## src/rtl/map_port_arbiter.sv

```systemverilog
// Round-robin arbiter that shares one BRAM read port between the tank (0) and train (1) requesters.
// Each access walks IDLE -> ISSUE -> WAIT x RD_LAT -> RESP; every output comes straight from a register.
module map_port_arbiter #(
  parameter int ADDR_W = 14,
  parameter int DATA_W = 2,
  parameter int RD_LAT = 1
) (
  input  logic              clk,
  input  logic              rstn,
  input  logic              req0,
  input  logic              req1,
  input  logic [ADDR_W-1:0] addr0,
  input  logic [ADDR_W-1:0] addr1,
  output logic              gnt0,
  output logic              gnt1,
  output logic              rvalid0,
  output logic              rvalid1,
  output logic [DATA_W-1:0] rdata0,
  output logic [DATA_W-1:0] rdata1,
  output logic              mem_en,
  output logic [ADDR_W-1:0] mem_addr,
  input  logic [DATA_W-1:0] mem_rdata,
  output logic [15:0]       gcnt0,
  output logic [15:0]       gcnt1,
  input  logic              cnt_clr
);

  typedef enum logic [1:0] {IDLE, ISSUE, WAIT, RESP} state_t;

  localparam logic [2:0] WAIT_INIT = 3'(RD_LAT - 1);

  state_t     state;
  logic       last;
  logic       sel;
  logic       pick;
  logic [2:0] wcnt;

  // Requester 1 wins when it is alone, or on a tie when requester 0 was served last.
  always_comb begin
    pick = 1'b0;
    if (req0 && req1) pick = ~last;
    else              pick = req1;
  end

  // The pointer moves when the grant is issued, so an access abandoned by its
  // requester still counts as that requester's turn.
  always_ff @(posedge clk or negedge rstn) begin
    if (!rstn) begin
      state    <= IDLE;
      last     <= 1'b1;
      sel      <= 1'b0;
      wcnt     <= '0;
      mem_en   <= 1'b0;
      mem_addr <= '0;
      gnt0     <= 1'b0;
      gnt1     <= 1'b0;
      rvalid0  <= 1'b0;
      rvalid1  <= 1'b0;
      rdata0   <= '0;
      rdata1   <= '0;
    end else begin
      gnt0    <= 1'b0;
      gnt1    <= 1'b0;
      rvalid0 <= 1'b0;
      rvalid1 <= 1'b0;
      mem_en  <= 1'b0;
      case (state)
        IDLE: begin
          if (req0 || req1) begin
            state    <= ISSUE;
            sel      <= pick;
            last     <= pick;
            mem_en   <= 1'b1;
            mem_addr <= pick ? addr1 : addr0;
            gnt0     <= ~pick;
            gnt1     <= pick;
          end
        end
        ISSUE: begin
          state <= WAIT;
          wcnt  <= WAIT_INIT;
        end
        WAIT: begin
          if (wcnt == 3'd0) begin
            state <= RESP;
            if (sel) begin
              rdata1  <= mem_rdata;
              rvalid1 <= 1'b1;
            end else begin
              rdata0  <= mem_rdata;
              rvalid0 <= 1'b1;
            end
          end else begin
            wcnt <= wcnt - 3'd1;
          end
        end
        RESP:    state <= IDLE;
        default: state <= IDLE;
      endcase
    end
  end

  // Saturating grant counters; a clear beats an increment on the same edge.
  always_ff @(posedge clk or negedge rstn) begin
    if (!rstn) begin
      gcnt0 <= '0;
      gcnt1 <= '0;
    end else if (cnt_clr) begin
      gcnt0 <= '0;
      gcnt1 <= '0;
    end else begin
      if (gnt0 && gcnt0 != 16'hFFFF) gcnt0 <= gcnt0 + 16'd1;
      if (gnt1 && gcnt1 != 16'hFFFF) gcnt1 <= gcnt1 + 16'd1;
    end
  end

endmodule

```

## config.mk

```make
export PLATFORM = sky130hd
export DESIGN_NAME = map_port_arbiter
export DESIGN_NICKNAME = d
export VERILOG_FILES = /design/src/rtl/map_port_arbiter.sv
export SDC_FILE = /design/constraint.sdc
export NUM_CORES = 1
export LEC_CHECK = 0
export CORE_ASPECT_RATIO = 2
export CORE_UTILIZATION = 25
export DETAILED_ROUTE_END_ITERATION = 6
export GPL_TIMING_DRIVEN = 0
export PLACE_DENSITY = 0.44
export SYNTH_ARGS = -nofsm -noshare
export SYNTH_HDL_FRONTEND = slang
export SYNTH_SLANG_ARGS = --single-unit
export TNS_END_PERCENT = 100
```

## constraint.sdc

```tcl
create_clock -name clk -period 3 [get_ports clk]
set_input_delay 0.6 -clock clk [delete_from_list [all_inputs] [get_ports clk]]
set_output_delay 0.6 -clock clk [all_outputs]
set_load 0.01 [all_outputs]
```

==> results by group, run 1 <==
Status
  – Status: completed

Power and ir drop
  – Sw Pwr: 0.927 mW
  – PwrDens: just over 700 nW/um^2
  – Worst IR Drop VDD: between 300 and 400 uV
  – Power share of the combinational group: 0.284
  – Clk network pwr share: 0.358
  – Sequential share of power: 0.358
  – Sw Share: 0.291
  – Internal power: between 2 and 2.5 mW
  – Leak: between 1.5 and 2 nW
  – Tot Pwr: between 3 and 4 mW

Floorplan
  – Rows: 57
  – Core area: 12100 sq um
  – Starting Density: 0.255
  – I/O pins: 90
  – Full die area: approximately 13000 sq um
  – Die Y: between 150 and 200 um
  – Die Width: a little over 80 um

Critical path
  – CP required: roughly 3200 ps
  – Crit. End Element: register
  – CP max FO: 10
  – Worst setup path class: reg2reg
  – Startpoint types: register
  – Worst path arrival time: ~2600 ps

Detailed routing
  – Initial DRT Pass Iterations: 4
  – Drt wl/cell: 15.8 um
  – Via-to-Cell Ratio: between 5 and 6
  – DRC errors left: 0
  – Routed Wire Length: just under 9000 um
  – Via count: about 2800
  – DRT antenna net count: 0
  – Initial DRC count: just under 100

Timing
  – Final Slew Violations: 0
  – Setup violators final: 0
  – Fmax: 421 MHz
  – Measured slew at the worst slew-check pin: 864 ps
  – Final Hold Vio Count: 0
  – Tcrit/Tclk final: 0.792
  – Fin crit period: 2370 ps
  – Layout Skew: around 6.4 ps
  – PnR worst setup slack: between 600 and 700 ps
  – RSZ-0062 raised after global routing: no
  – Slew HR: 0.424

Clocking
  – TritonCTS clock tree: done
  – PostCTS Resize Cnt: 0
  – CTS Hold Bufs: 0
  – CTS max path bufs: 2
  – CTS H-Tree Depth: 3
  – Clk slew on worst S/H paths: 60 ps
  – Clk_lat worst skew: about 330 ps
  – Clock Tree Root: clkbuf_16
  – Clk sinks: between 60 and 70
  – Total CTS buffers: 9
  – Postcts setup bufs: 0

GRT
  – Total global routing overflow: 0
  – First-pass GRT wire length: between 10000 and 15000 um
  – Number of global-route vias before repair: a little under 3000
  – Pin count of the biggest net entering global routing: 63
  – Initial antenna violation count: 0
  – Total GRT Usage: 0.150

Synthesis
  – Mean Syn Cell Area: roughly 10 sq um
  – Syn Nets: 350
  – Synth Register Bits: 62
  – Cells after synthesis: 308
  – YS warnings: 0
  – EDFF count, synth: 0
  – Netlist cell types: 45
  – Mapped Area: a little over 3000 sq um
  – Async S/R FF share, synth: 1.00
  – Top_reg_cell synth: dfrtp_1
  – Register area share after synthesis: 0.501

Final layout
  – N_diodes: 0
  – Util after Layout: 0.370
  – Final instance area: between 4000 and 5000 sq um
  – Fin cells: 558
  – Area growth syn-to-layout: 44.7%
  – Layout cells sized above 1: 0.0925
  – Layout net count: 449

Place
  – Hpwl dp: about 6400 um
  – GPL Wtd Cong: 0.731
  – DP Cell Count: 543
  – Area after DPL: 4160 sq um
  – Port bufs: roughly 90
  – Worst slack, placed: between 400 and 500 ps

Run
  – Maxcap violations: 0

Worst hold path
  – Min-Delay Path Class: in2async
==> final timing paths <==
path	from	to	slack, ps	cells past startpoint
max in group asynchronous	rstn	gcnt1[11]	2040	1
min in group clk	mem_addr[6]	mem_addr[6]	480	2
setup reg to reg	gcnt0[0]	gcnt0[1]	630	6
setup / recovery	gcnt0[0]	gcnt0[1]	630	6
hold / removal	rstn	gcnt1[15]	340	1
hold reg to reg	mem_addr[6]	mem_addr[6]	480	2
==> stage by stage <==
| step | setup TNS, ps | hold WS (ps) |
|---|---|---|
| after floorplan | 0 | 304 |
| after global placement | -65360 | 465 |
| after detailed placement | 0 | 474 |
| after CTS | 0 | 409 |
| after global routing | 0 | 446 |
| final | 0 | 337 |
==> power by group through the flow <==
stage / logic (mW) / registers, mW / clock network [mW]
2_1_floorplan: 0.359 / 1.21 / 0
4_1_cts: 0.934 / 1.14 / 1.18
5_1_grt: 1.01 / 1.16 / 1.20
3_5_place_dp: 0.932 / 1.15 / 0
3_3_place_gp: 0.916 / 1.15 / 0
6_report: 0.905 / 1.14 / 1.14
==> state kept, by name, summed over array words and instances (netlist names) <==
name	cells
gcnt0	16
gcnt1	16
gnt0	1
gnt1	1
last	1
mem_addr	14
mem_en	1
rdata0	2
rdata1	2
rvalid0	1
rvalid1	1
sel	1
state	2
wcnt	3
==> area by class of cell <==
cell class	instances	area (sq um)
buffer	13	60.1
inverter	16	60.1
clock inverter	4	70.1
fill	1258	7640
tap	147	184
sequential	62	1550
multi-input combinational	217	1420
clock buffer	11	253
timing repair buffer	88	878
==> routing by layer <==
| layer | up-vias | wire length (um) | global-route usage |
|---|---|---|---|
| li1 | 1330 | - | - |
| met1 | 1404 | 3400 | 0.156 |
| met2 | 62 | 4930 | 0.275 |
| met3 | 14 | 286 | 0.0304 |
| met4 | 0 | 221 | 0.0714 |
| met5 | - | 0 | 0 |
==> critical path: stages, from the launching register on <==
cell,delay (ps)
dfrtp_1,460
ha_1,260
nand4_1,170
o41ai_2,750
buf_2,360
mux2i_1,200
nor2_1,50
==> synthesized netlist by cell type (all sizes together) (7+ instances only) <==
master,number,share of area
a21oi,21,0.034
clkbuf,9,0.011
dfrtp,61,0.49
ha,7,0.028
inv,16,0.019
mux2,10,0.036
mux2i,12,0.039
nand2,26,0.032
nand3,15,0.024
nand4,7,0.016
nor2,15,0.018
o21ai,22,0.036
o31ai,13,0.032
or3,11,0.023
or4,10,0.025
==> cell usage in the layout, fill, tap and decap left out, types with 2 or more instances in the layout <==
cell type,synthesis,routed
or3_1,10,10
nor3_1,4,4
and3_1,3,3
nand2_1,26,26
nand3_1,15,15
clkinv_2,0,2
xor2_1,2,2
o21ai_0,21,21
or4_1,9,9
a222oi_1,4,4
and4_1,5,5
nand4_1,6,6
ha_1,7,7
inv_1,16,16
dfrtp_1,61,61
buf_2,3,3
nand2b_1,4,4
clkbuf_16,0,9
or2_2,2,2
clkbuf_8,0,2
nor2_1,15,15
clkdlybuf4s50_1,0,87
o31ai_1,13,13
mux2_2,10,10
nor4_1,3,3
bufinv_16,0,2
a21o_1,2,2
clkbuf_1,9,9
mux2i_1,12,12
nor2b_1,6,6
a21oi_1,21,21
==> logic make-up (layout without fill, tap and decap cells) <==
logic type / after synthesis / count (layout) / share of synthesized area
fa+ha+maj: 7 / 7 / 0.0283
simple gates: 114 / 114 / 0.202
flops: 62 / 62 / 0.501
buf+inv: 29 / 132 / 0.0388
compound gates: 71 / 71 / 0.145
mux: 22 / 22 / 0.0752
xor+xnor: 3 / 3 / 0.00849
Power figures use the tool's default switching activity.
==> inputs of run 2 (changes only) <==
==> constraint.sdc (replaced) <==
create_clock -name clk -period 2.4 [get_ports clk]
set_input_delay 0.48 -clock clk [delete_from_list [all_inputs] [get_ports clk]]
set_output_delay 0.48 -clock clk [all_outputs]
set_load 0.01 [all_outputs]
==> results by group, run 2 (same netlist as run 1, synthesis figures left out) <==
Status
  – Status: completed

Floorplan
  – Core area: between 10000 and 15000 sq um
  – Full die area: 12900 sq um
  – Die Y: 159 um
  – Die Width: ~81 um
  – Starting Density: 0.255
  – I/O pins: 90
  – Rows: between 50 and 60

Timing
  – Final Slew Violations: 0
  – Fin crit period: between 2000 and 2500 ps
  – Tcrit/Tclk final: 0.918
  – Final Hold Vio Count: 0
  – Setup violators final: 0
  – RSZ-0062 raised after global routing: no
  – Measured slew at the worst slew-check pin: around 870 ps
  – Layout Skew: approximately 6.7 ps
  – Final TNS setup: 0 ps
  – Slew HR: 0.417
  – Fmax: approximately 450 MHz

Critical path
  – Largest stage delay, worst path: roughly 420 ps
  – Critical-path top delay cell: dfrtp_1
  – Worst path arrival time: ~2500 ps
  – Worst path cell trace: ha_1 > and4_1 > and4b_1 > clkbuf_1 > buf_2 > or3_2 > a21oi_1
  – Crit. End Element: register
  – Startpoint types: register
  – CP max FO: 10
  – Worst setup path class: reg2reg
  – CP required: 2650 ps

Detailed routing
  – Via count: roughly 2800
  – Met1 Wirelength: around 3400 um
  – Initial DRT Pass Iterations: 4
  – WL met3: about 300 um
  – WL met2: a little under 5000 um
  – Routed Wire Length: 8850 um
  – Drt wl/cell: between 15 and 20 um
  – Max Used Layer: met4
  – DRC errors left: 0
  – DRT antenna net count: 0
  – Via-to-Cell Ratio: about 5
  – Initial DRC count: roughly 100

Place
  – GPL Wtd Cong: 0.731
  – DP Cell Count: 543
  – Hpwl dp: between 6000 and 7000 um
  – Port bufs: 88
  – Area after DPL: between 4000 and 5000 sq um

Power and ir drop
  – Worst IR Drop VDD: ~450 uV
  – Tot Pwr: between 3 and 4 mW
  – Sw Share: 0.290
  – Power share of the combinational group: 0.286
  – Internal power: between 2 and 3 mW
  – Sequential share of power: 0.357
  – Leak: 1.83 nW
  – PwrDens: between 800 and 900 nW/um^2
  – Sw Pwr: between 1 and 1.5 mW
  – Clk network pwr share: 0.358

Final layout
  – Fin cells: between 500 and 600
  – Util after Layout: 0.371
  – Commonest non-fill, non-tap cells in the layout: clkdlybuf4s50_1, dfrtp_1, nand2_1, a21oi_1, o21ai_0
  – Area growth syn-to-layout: 45.3%
  – Largest regs: gcnt0 (16), gcnt1 (16), mem_addr (14)
  – N_diodes: 0
  – Final instance area: between 4000 and 5000 sq um
  – Commonest non-fill, non-tap cell in the layout: clkdlybuf4s50_1
  – Fill count: ~1300
  – Layout net count: 450
  – Layout cells sized above 1: 0.0947

Clocking
  – Total CTS buffers: 9
  – Clock Tree Root: clkbuf_16
  – Clk_lat worst skew: ~330 ps
  – Clk slew on worst S/H paths: approximately 50 ps
  – Clk sinks: 62
  – CTS max path bufs: 2
  – TritonCTS clock tree: done
  – CTS H-Tree Depth: 3

GRT
  – Initial antenna violation count: 0
  – Total global routing overflow: 0
  – Number of global-route vias before repair: 2910
  – Pin count of the biggest net entering global routing: 63
  – First-pass GRT wire length: 14700 um
  – Total GRT Usage: 0.150

Worst hold path
  – Min-Delay Path Class: in2async

Run
  – Maxcap violations: 0
## run 2: changes by cell type in the layout (fill, tap and decap cells not counted)
cell | before | now
o41ai_4 | 0 | 1
o41ai_2 | 1 | 0
buf_4 | 1 | 2
## run 2: what timing repair did
item                       CTS  global route
gates resized for setup      1             0
setup endpoints to repair    1             8
setup buffers                0             1
pin swaps                    0             1
hold buffers                 0             0
## run 2: final cells by class
cell class	count	area (sq um)	area share
plain buffers	13	60.1	0.0133
multi-input cells	217	1440	0.319
inverters	16	60.1	0.0133
flip-flops and latches	62	1550	0.345
repair buffers	89	886	0.197
clock inverters	4	70.1	0.0156
clock buffers	11	253	0.0562
well taps	147	184	0.0409
## run 2: through the flow
step	hold slack (ps)	worst slack [ps]
after floorplan	184	435
after global placement	465	-1550
after detailed placement	474	-50.9
after CTS	289	146
after global routing	326	67.1
final	220	196
## run 2: metal layers
metal,GRT usage,up-vias
li1,-,1335
met5,0,-
met3,0.0304,14
met2,0.275,64
met1,0.157,1394
met4,0.0714,0
## run 2: path summary, 6_finish.rpt
kind                                   from     endpoint  slack (ps)  cells after the start
worst max-delay path               gcnt1[0]     gcnt1[7]         200                      7
worst max register to register     gcnt1[0]     gcnt1[7]         200                      7
max in group asynchronous              rstn    gcnt1[12]        1550                      1
worst min-delay path                   rstn    gcnt1[15]         220                      1
worst min register to register  mem_addr[8]  mem_addr[8]         480                      2
min in group clk                mem_addr[8]  mem_addr[8]         480                      2
## run 2: power groups by stage
| stage | Clock, mW | Sequential [mW] | Combinational (mW) |
|---|---|---|---|
| finish | 1.43 | 1.43 | 1.14 |
| global route | 1.50 | 1.46 | 1.27 |
| CTS | 1.48 | 1.43 | 1.17 |
| detailed placement | 0 | 1.44 | 1.16 |
| global placement | 0 | 1.44 | 1.15 |
| floorplan | 0 | 1.51 | 0.449 |
## run 2: critical path: cells and delay by family (launching register included)
family | cells | cell delay, ps
AO/OA/AOI/OAI | 1 | 150
adder cells (fa/ha/maj) | 1 | 280
buffers and inverters | 2 | 450
flip-flops | 1 | 420
AND/OR/NAND/NOR | 3 | 830
==> inputs of run 3 (changes only) <==
--- a/config.mk
+++ b/config.mk
@@ -5,7 +5,6 @@
 export SDC_FILE = /design/constraint.sdc
 export NUM_CORES = 1
 export LEC_CHECK = 0
-export CORE_ASPECT_RATIO = 2
 export CORE_UTILIZATION = 25
 export DETAILED_ROUTE_END_ITERATION = 6
 export GPL_TIMING_DRIVEN = 0
==> results by group, run 3 (same netlist as run 1, synthesis figures left out) <==
Power and ir drop
  – Worst IR Drop VDD: about 310 uV
  – Leak: ~1.8 nW
  – Tot Pwr: around 4.0 mW
  – PwrDens: a little under 900 nW/um^2

Timing
  – Measured slew at the worst slew-check pin: a little over 800 ps
  – Tcrit/Tclk final: 0.913
  – Fin crit period: roughly 2200 ps
  – Final Hold Vio Count: 0
  – Final TNS setup: 0 ps
  – RSZ-0062 raised after global routing: no
  – Final Slew Violations: 0
  – Fmax: approximately 460 MHz
  – Slew HR: 0.455
  – Setup violators final: 0
  – Layout Skew: approximately 9 ps

Final layout
  – Area growth syn-to-layout: 46.0%
  – Commonest non-fill, non-tap cell in the layout: clkdlybuf4s50_1
  – Fin cells: between 500 and 600
  – Layout net count: 449
  – Largest regs: gcnt0 (16), gcnt1 (16), mem_addr (14)
  – Commonest non-fill, non-tap cells in the layout: clkdlybuf4s50_1, dfrtp_1, nand2_1, a21oi_1, o21ai_0
  – Fill count: between 1000 and 1500
  – Layout cells sized above 1: 0.0922
  – N_diodes: 0

Floorplan
  – Core area: 12100 sq um
  – I/O pins: 90
  – Die Width: ~110 um
  – Full die area: ~13000 sq um
  – Die Y: between 100 and 150 um
  – Rows: 40
  – Starting Density: 0.257

Critical path
  – CP max FO: 10
  – Worst path cell trace: ha_1 > nand4_1 > o41ai_4 > buf_2 > mux2i_1 > nor2_1
  – Startpoint types: register
  – CP required: 2590 ps
  – Largest stage delay, worst path: roughly 600 ps
  – Worst path arrival time: about 2400 ps
  – Critical-path top delay cell: o41ai_4
  – CP delay by family, top: compound AO/OA/AOI/OAI gates
  – Worst setup path class: reg2reg
  – Crit. End Element: register
  – Buffers plus inverters on the worst setup path: 1

Detailed routing
  – Via-to-Cell Ratio: around 4.7
  – Drt wl/cell: about 14 um
  – Routed Wire Length: 7900 um
  – Via count: ~2700
  – DRC errors left: 0
  – Initial DRT Pass Iterations: 5
  – DRT antenna net count: 0
  – Initial DRC count: 156

Clocking
  – Clk slew on worst S/H paths: 60 ps
  – Total CTS buffers: 9
  – Clk sinks: 62
  – TritonCTS clock tree: done
  – Clk_lat worst skew: 320 ps
  – CTS H-Tree Depth: 3
  – CTS max path bufs: 2
  – Clock Tree Root: clkbuf_16

GRT
  – Initial antenna violation count: 0
  – First-pass GRT wire length: around 13000 um
  – Pin count of the biggest net entering global routing: between 60 and 70
  – Total global routing overflow: 0
  – Total GRT Usage: 0.128
  – Number of global-route vias before repair: around 2600

Run
  – Maxcap violations: 0

Place
  – Hpwl dp: about 5600 um
  – GPL Wtd Cong: about 0.73
  – Port bufs: about 90
  – DP Cell Count: 564

Worst hold path
  – Min-Delay Path Class: in2async

Status
  – Status: completed
[run 3: final cells by class]
class	count	area (sq um)	area share
Inverter	16	60.1	0.0133
Timing Repair Buffer	88	878	0.194
Clock buffer	11	243	0.0537
Sequential cell	62	1550	0.343
Buffer	13	60.1	0.0133
Multi-Input combinational cell	217	1440	0.317
Tap cell	168	210	0.0465
Clock inverter	5	82.6	0.0183
[run 3: where the power goes]
group / total, mW / switching, mW / internal [mW]
registers: 1.42 / 0.137 / 1.28
clock network: 1.41 / 0.474 / 0.937
logic: 1.12 / 0.527 / 0.593
total: 3.95 / 1.14 / 2.81
[run 3: worst paths after layout]
check	cells past startpoint	to	startpoint	slack (ps)
min in group clk	2	mem_addr[5]	mem_addr[5]	480
hold / removal	1	gcnt1[14]	rstn	240
setup / recovery	6	gcnt0[1]	gcnt0[0]	210
max in group asynchronous	1	gcnt0[14]	rstn	1590
setup reg to reg	6	gcnt0[1]	gcnt0[0]	210
hold reg to reg	2	mem_addr[5]	mem_addr[5]	480
[run 3: what timing repair did]
item	in CTS	in global routing
gates resized for setup	0	1
setup endpoints to repair	0	10
setup buffers	0	0
hold buffers	0	0
[run 3: layer usage]
metal / track usage / vias to the layer above / part of all wire
met1: 0.169 / 1325 / 0.49
met4: 0.0553 / 0 / 0.0068
met5: 0 / - / 0
li1: - / 1334 / -
met3: 0.0236 / 4 / 0.029
met2: 0.204 / 56 / 0.48
[run 3: per-stage QoR]
step                      cell area [sq um]  worst slack, ps  utilization  hold slack (ps)
after floorplan                        3100              435            -              184
after global placement                 4190            -1510        0.347              465
after detailed placement               4190             4.74        0.347              470
after CTS                              4510             36.9        0.374              292
after global routing                   4520             44.7        0.375              342
final                                  4520              208        0.375              242
